<file path="src/rtl/baud_tick_gen.sv">
// Free-running baud-rate tick generator: divides clk by BAUD_COUNT and emits a
// registered single-cycle baud_tick strobe once per baud period.
`timescale 1ns/1ps

module baud_tick_gen #(
    parameter int SYS_CLK    = 100_000_000,
    parameter int BAUD       = 9600,
    parameter int BAUD_COUNT = SYS_CLK / BAUD
) (
    input  logic clk,
    input  logic rst,
    output logic baud_tick
);

    localparam int unsigned CW = (BAUD_COUNT > 1) ? $clog2(BAUD_COUNT) : 1;
    localparam logic [CW-1:0] CNT_MAX = CW'(BAUD_COUNT - 1);

    if (BAUD_COUNT < 1) begin : g_bad_count
        $error("baud_tick_gen: BAUD_COUNT must be >= 1");
    end

    logic [CW-1:0] cnt_q;
    logic [CW-1:0] cnt_d;
    logic          tick_q;
    logic          tick_d;
    logic          wrap_c;

    // Terminal count: wrap to zero and raise the strobe for the next cycle.
    always_comb begin
        wrap_c = (cnt_q == CNT_MAX);
        cnt_d  = cnt_q + CW'(1);
        tick_d = 1'b0;
        if (wrap_c) begin
            cnt_d  = '0;
            tick_d = 1'b1;
        end
    end

    always_ff @(posedge clk or posedge rst) begin
        if (rst) begin
            cnt_q  <= '0;
            tick_q <= 1'b0;
        end else begin
            cnt_q  <= cnt_d;
            tick_q <= tick_d;
        end
    end

    assign baud_tick = tick_q;

endmodule

</file>
<file path="config.mk">
export PLATFORM = sky130hd
export DESIGN_NAME = baud_tick_gen
export DESIGN_NICKNAME = d
export VERILOG_FILES = /design/src/rtl/baud_tick_gen.sv
export SDC_FILE = /design/constraint.sdc
export NUM_CORES = 1
export LEC_CHECK = 0
export CORE_MARGIN = 2
export CORE_UTILIZATION = 35
export DETAILED_ROUTE_END_ITERATION = 10
export MAX_ROUTING_LAYER = met4
export PLACE_DENSITY_LB_ADDON = 0.3
export RECOVER_POWER = 50
export SLEW_MARGIN = 20
export SYNTH_ARGS = -nofsm -noshare
export SYNTH_HDL_FRONTEND = slang
export SYNTH_SLANG_ARGS = --single-unit
</file>
<file path="constraint.sdc">
create_clock -name clk -period 4.1 [get_ports clk]
set_clock_uncertainty 0.15 [all_clocks]
set_input_delay 0.82 -clock clk [delete_from_list [all_inputs] [get_ports clk]]
set_output_delay 0.82 -clock clk [all_outputs]
set_load 0.02 [all_outputs]
</file>
==> results of run 1 <==
-- per-stage QoR --
stage / worst slack [ps] / instance area, um^2
after floorplan: 2310 / 703
after global placement: 2190 / 757
final: 1940 / 783
after global routing: 1900 / 783
after CTS: 1920 / 783
after detailed placement: 2130 / 757
-- layout by cell type (no fill, tap or decap), drive strengths merged --
master	n
dfrtp	15
inv	1
ha	2
nand4	3
and3	2
o21ai	1
nand3b	1
nand3	6
nand2b	1
or4	2
nor2	7
xnor2	3
clkbuf	4
nor2b	1
and4	1
or4bb	1
nor3	2
mux2i	1
clkdlybuf4s50	1
xor2	7
nand2	5
dlygate4sd3	1
nor4	1
-- metal layers --
layer / global-route usage [%] / routed length (um)
met5: - / 0
met4: 8.57 / 29
met3: 1.84 / 17
met2: 17.4 / 524
met1: 14.1 / 567
-- flip-flops by register name (all words and copies together), names as in the netlist --
signal     cells
cnt_q         14
baud_tick      1
-- worst register-to-register path, delay by kind of cell, from the launching register on --
| kind | cells | cell delay (ps) |
|---|---|---|
| and+or+nand+nor | 3 | 1190 |
| DFF | 1 | 440 |
| AOI/OAI and AO/OA | 1 | 70 |
-- area by class of cell --
| class | instances | share of cell area, % |
|---|---|---|
| clock buffers | 4 | 3.35 |
| well taps | 27 | 4.31 |
| multi-input cells | 47 | 41.4 |
| flip-flops and latches | 15 | 47.9 |
| inverters | 1 | 0.479 |
| repair buffers | 2 | 2.56 |
-- cells by family after synthesis --
family                   count (synthesis)  share of synthesized area, %
AND/OR/NAND/NOR                         33                          27.9
buffers and inverters                    1                         0.533
multiplexers                             1                          1.42
flip-flops                              15                          53.4
adder cells (fa/ha/maj)                  2                          3.56
XOR/XNOR                                10                          12.5
AO/OA/AOI/OAI                            1                         0.711
-- worst paths after layout --
| path | cells after the start | endpoint | slack [ps] |
|---|---|---|---|
| min in group asynchronous | 2 | cnt_q[11] | 870 |
| max reg2reg | 4 | cnt_q[11] | 2140 |
| max | 1 | baud_tick | 1940 |
| min reg2reg | 1 | cnt_q[13] | 340 |
| max in group asynchronous | 2 | cnt_q[10] | 2560 |
| min | 1 | cnt_q[13] | 340 |
-- where the power goes --
| part | internal, mW | leakage [nW] | switching (mW) | total [mW] |
|---|---|---|---|---|
| Sequential | 0.148 | 0.195 | 0 | 0.148 |
| Clock | 0.0377 | 0.0150 | 0.0443 | 0.0820 |
| Combinational | 0.000698 | 0.139 | 0.00280 | 0.00350 |
==> results.cfg, run 1 <==
[cells_and_area]
area_delta_synth_final_pct = 11.4
fin_nets = 74
layoutNonFillerInstCount = 96
drive_gt1_share_pct = 7.25
nFillCells = 200
ff_latch_area_um2 = 375
num_antenna_cells = 0
postLayoutCoreUtil_pct = 40.8
multiInputGateArea_um2 = 324

[synth]
avgSynthCellArea_um2 = 11.2
synth_common_cells = 15 x dfrtp_1, 7 x nor2_1, 7 x xor2_1
ys.flop_type = dfrtp_1
synth_edf_count = 0
synth.most_common_cell = dfrtp_1
yosys_warnings = 0
seq_area_frac_synth_pct = 53.4
synth_largest_area_cell = dfrtp_1
synth_cell_types = 21
synth_fp_nets = 67
synthArstFlopShare_pct = 100
syn_inst = 63
ys_seq_elements = 15
netlist.area_leader.share_pct = 53.4
syn_area_um2 = 703
synthTopCellsByArea = dfrtp_1 53%, xor2_1 8.7%, nand3_1 4.3%

[floorplan]
coreArea_mm2 = 0.00192
row_count = 16
die_h_um = 48.8
io_pins = 3
initial_utilization_pct = 36.6
dieArea_mm2 = 0.00238
dieWidth_um = 48.8

[clock_tree]
clockRootBuffer = clkbuf_4
cts_buffer_depth = 2
path_clk_slew_ps = 90
cts.sinks = 15
holdBufCountCts = 0
cts_tree = yes
cts_buffers = 3
htree_levels = 1
cts_setup_buffers = 0
clkLatencyLatePin_ps = 280
cts_resized = 0

[placed_design]
io_buffers = 2
placed_cells = 92
gp_congestion = 0.750

[route]
num_vias = 459
drc = 0
wirelength_um = 1140
via_per_inst = 4.78
drt_iter0_markers = 7
dr.pass1.iters = 2
ant_nets = 0
wl_per_cell_um = 11.9

[hold_path]
hp-start = cnt_q[13]
hold_class = reg2reg

[pwr]
p_leak_nw = 0.349
power-per-cell-area_mw_per_mm2 = 298
finalPower_mw = 0.233
vdd_ir_drop_max_mv = 0.155

[job]
maxCapViolCount = 0

[setup_path]
slowest_delay_ps = 590
path_buf_inv = 1
critPathKind = reg2out
cp-startpoint = baud_tick
cp.required_ps = 3130
crit_chain = clkdlybuf4s50_1
path_max_fanout = 1
startpoint_type = register
worstReg2RegStart = cnt_q[6]
cp_data_arrival_time_ps = 1190
cp_slowest_cell = clkdlybuf4s50_1
cp-end-kind = primary output
critical_path.top_delay_family = buffers and inverters

[global_routing]
grt_pass1_vias = 461
grt_max_degree = 16
antenna_found_initial = 0
grt_pass1_wl_um = 2020
track_usage_pct = 11.6
grt_overflow = 0

[timing]
max_freq_mhz = 463
whs_ps = 335
grt_setup_unrepaired = false
report.final.slew_viol_count = 0
setup_violations = 0
hold_viol = 0
worst_slew_pin_slew_ps = 552
tns_ps = 0
min_period_over_period_pct = 52.7
relSlewSlack_pct = 63.1
finalCriticalPeriod_ps = 2160

[run_status]
status = finished, final reports clean
(Power assumes the default switching activity.)
==> run 2, diff against run 1 <==
==> constraint.sdc (replaced) <==
create_clock -name clk -period 2 [get_ports clk]
set_clock_uncertainty 0.15 [all_clocks]
set_input_delay 0.4 -clock clk [delete_from_list [all_inputs] [get_ports clk]]
set_output_delay 0.4 -clock clk [all_outputs]
set_load 0.02 [all_outputs]
==> run 2 against run 1 <==
Hold slack is essentially flat. Non-clock buffer count rose by 1. Combinational power increased by 110%. Cell count is 1.0% higher. Die area unchanged.
==> results.cfg, run 2 (synthesis gave the netlist of run 1 again) <==
[global_routing]
antenna_found_initial = 0
grt_max_degree = 16
grt_pass1_wl_um = 2170
track_usage_pct = 12.8
grt_pass1_vias = 458
grt_overflow = 0

[floorplan]
dieArea_mm2 = 0.00238
io_pins = 3
dieWidth_um = 48.8
initial_utilization_pct = 36.6
die_h_um = 48.8
coreArea_mm2 = 0.00192
row_count = 16

[clock_tree]
cts.sinks = 15
htree_levels = 1
cts_buffer_depth = 2
cts_tree = yes
cts_setup_buffers = 0
path_clk_slew_ps = 90
holdBufCountCts = 0
cts_buffers = 3
clockRootBuffer = clkbuf_4
clkLatencyLatePin_ps = 280
cts_resized = 0

[setup_path]
startpoint_type = register
crit_cells = 4
cp.required_ps = 2020
critPathKind = reg2reg
slowest_delay_ps = 570
rrSetupSlack_ps = 230
critical_path.top_delay_family = simple AND/OR/NAND/NOR gates
cp_slowest_cell = or4_4
cp-end-kind = register
crit_chain = or4_4 > nor4_4 > buf_4 > nor2_1
reg2reg_depth = 4
worstReg2RegStart = cnt_q[6]
path_max_fanout = 7
path_buf_inv = 1
r2r_end = cnt_q[5]
cp_data_arrival_time_ps = 1790

[cells_and_area]
nFillCells = 206
layoutNonFillerInstCount = 97
stdcell_area_um2 = 791
num_antenna_cells = 0
drive_gt1_share_pct = 8.57
final_cell_mix = 15 x dfrtp_1, 7 x xor2_1, 7 x nor2_1
top_register = cnt_q
postLayoutCoreUtil_pct = 41.1
final_common_cell = dfrtp_1
area_delta_synth_final_pct = 12.5
fin_nets = 75
largest_register_ffs = 14

[pwr]
p_leak_nw = 0.355
power_frac_comb_pct = 1.5
p_int_mw = 0.382
p_sw_mw = 0.0998
pwr-share-clk_pct = 35.6
sw_frac_of_total_pct = 20.7
power.share.sequential_pct = 62.9
power-per-cell-area_mw_per_mm2 = 609
finalPower_mw = 0.481
vdd_ir_drop_max_mv = 0.302

[timing]
max_freq_mhz = 566
finalCriticalPeriod_ps = 1770
relSlewSlack_pct = 62.6
tns_ps = 0
hold_viol = 0
min_period_over_period_pct = 88.4
grt_setup_unrepaired = false
report.final.slew_viol_count = 0
setup_violations = 0
worst_slew_pin_slew_ps = 561

[route]
via_per_inst = 4.82
wirelength_um = 1270
drc = 0
drt_iter0_markers = 12
dr.pass1.iters = 4
num_vias = 468
wl_per_cell_um = 13.0
ant_nets = 0

[placed_design]
place_area_um2 = 764
io_buffers = 2
gp_congestion = 0.737
placed_cells = 93
dp_hpwl_um = 865

[run_status]
status = finished, final reports clean

[hold_path]
hold-path-cell-count = 1
min_to = cnt_q[13]
hp-start = cnt_q[13]
hold_class = reg2reg

[job]
maxCapViolCount = 0
run 2: cell type report:
| cell class | instances | area, um^2 | share of cell area [%] |
|---|---|---|---|
| clock buffers | 4 | 26.3 | 3.32 |
| inverters | 1 | 3.75 | 0.475 |
| multi-input cells | 47 | 324 | 41.0 |
| flip-flops and latches | 15 | 375 | 47.5 |
| well taps | 27 | 33.8 | 4.27 |
| repair buffers | 3 | 27.5 | 3.48 |
run 2: power groups by stage:
stage | clock network, mW | logic, mW | registers (mW)
after floorplan | 0 | 0.00459 | 0.309
after global placement | 0 | 0.00802 | 0.309
after detailed placement | 0 | 0.00823 | 0.309
after CTS | 0.176 | 0.00823 | 0.303
after global routing | 0.191 | 0.00903 | 0.303
final | 0.171 | 0.00719 | 0.303
run 2: per-layer routing:
metal	wire length, um	up-vias	GRT usage [%]
li1	-	234	-
met1	623	228	15.4
met2	611	4	20.5
met3	23	2	3.68
met4	6	0	4.29
met5	0	-	-
run 2: worst max path at each step:
stage | slack, ps | from | endpoint
4_1_cts | 230 | cnt_q[6] | cnt_q[3]
5_1_grt | 120 | cnt_q[6] | cnt_q[5]
2_1_floorplan | 210 | cnt_q[6] | cnt_q[13]
3_3_place_gp | 290 | cnt_q[6] | cnt_q[3]
6_report | 230 | cnt_q[6] | cnt_q[5]
3_5_place_dp | 250 | cnt_q[6] | cnt_q[3]
run 2: worst register-to-register path, delay by kind of cell, from the launching register on:
kind / cells / cell delay, ps
simple gates: 3 / 870
flops: 1 / 450
buf+inv: 1 / 200
run 2: stage by stage:
| step | hold slack, ps | worst slack [ps] |
|---|---|---|
| after floorplan | 151 | 208 |
| after global placement | 326 | 288 |
| after detailed placement | 325 | 250 |
| after CTS | 337 | 231 |
| after global routing | 349 | 120 |
| final | 335 | 233 |
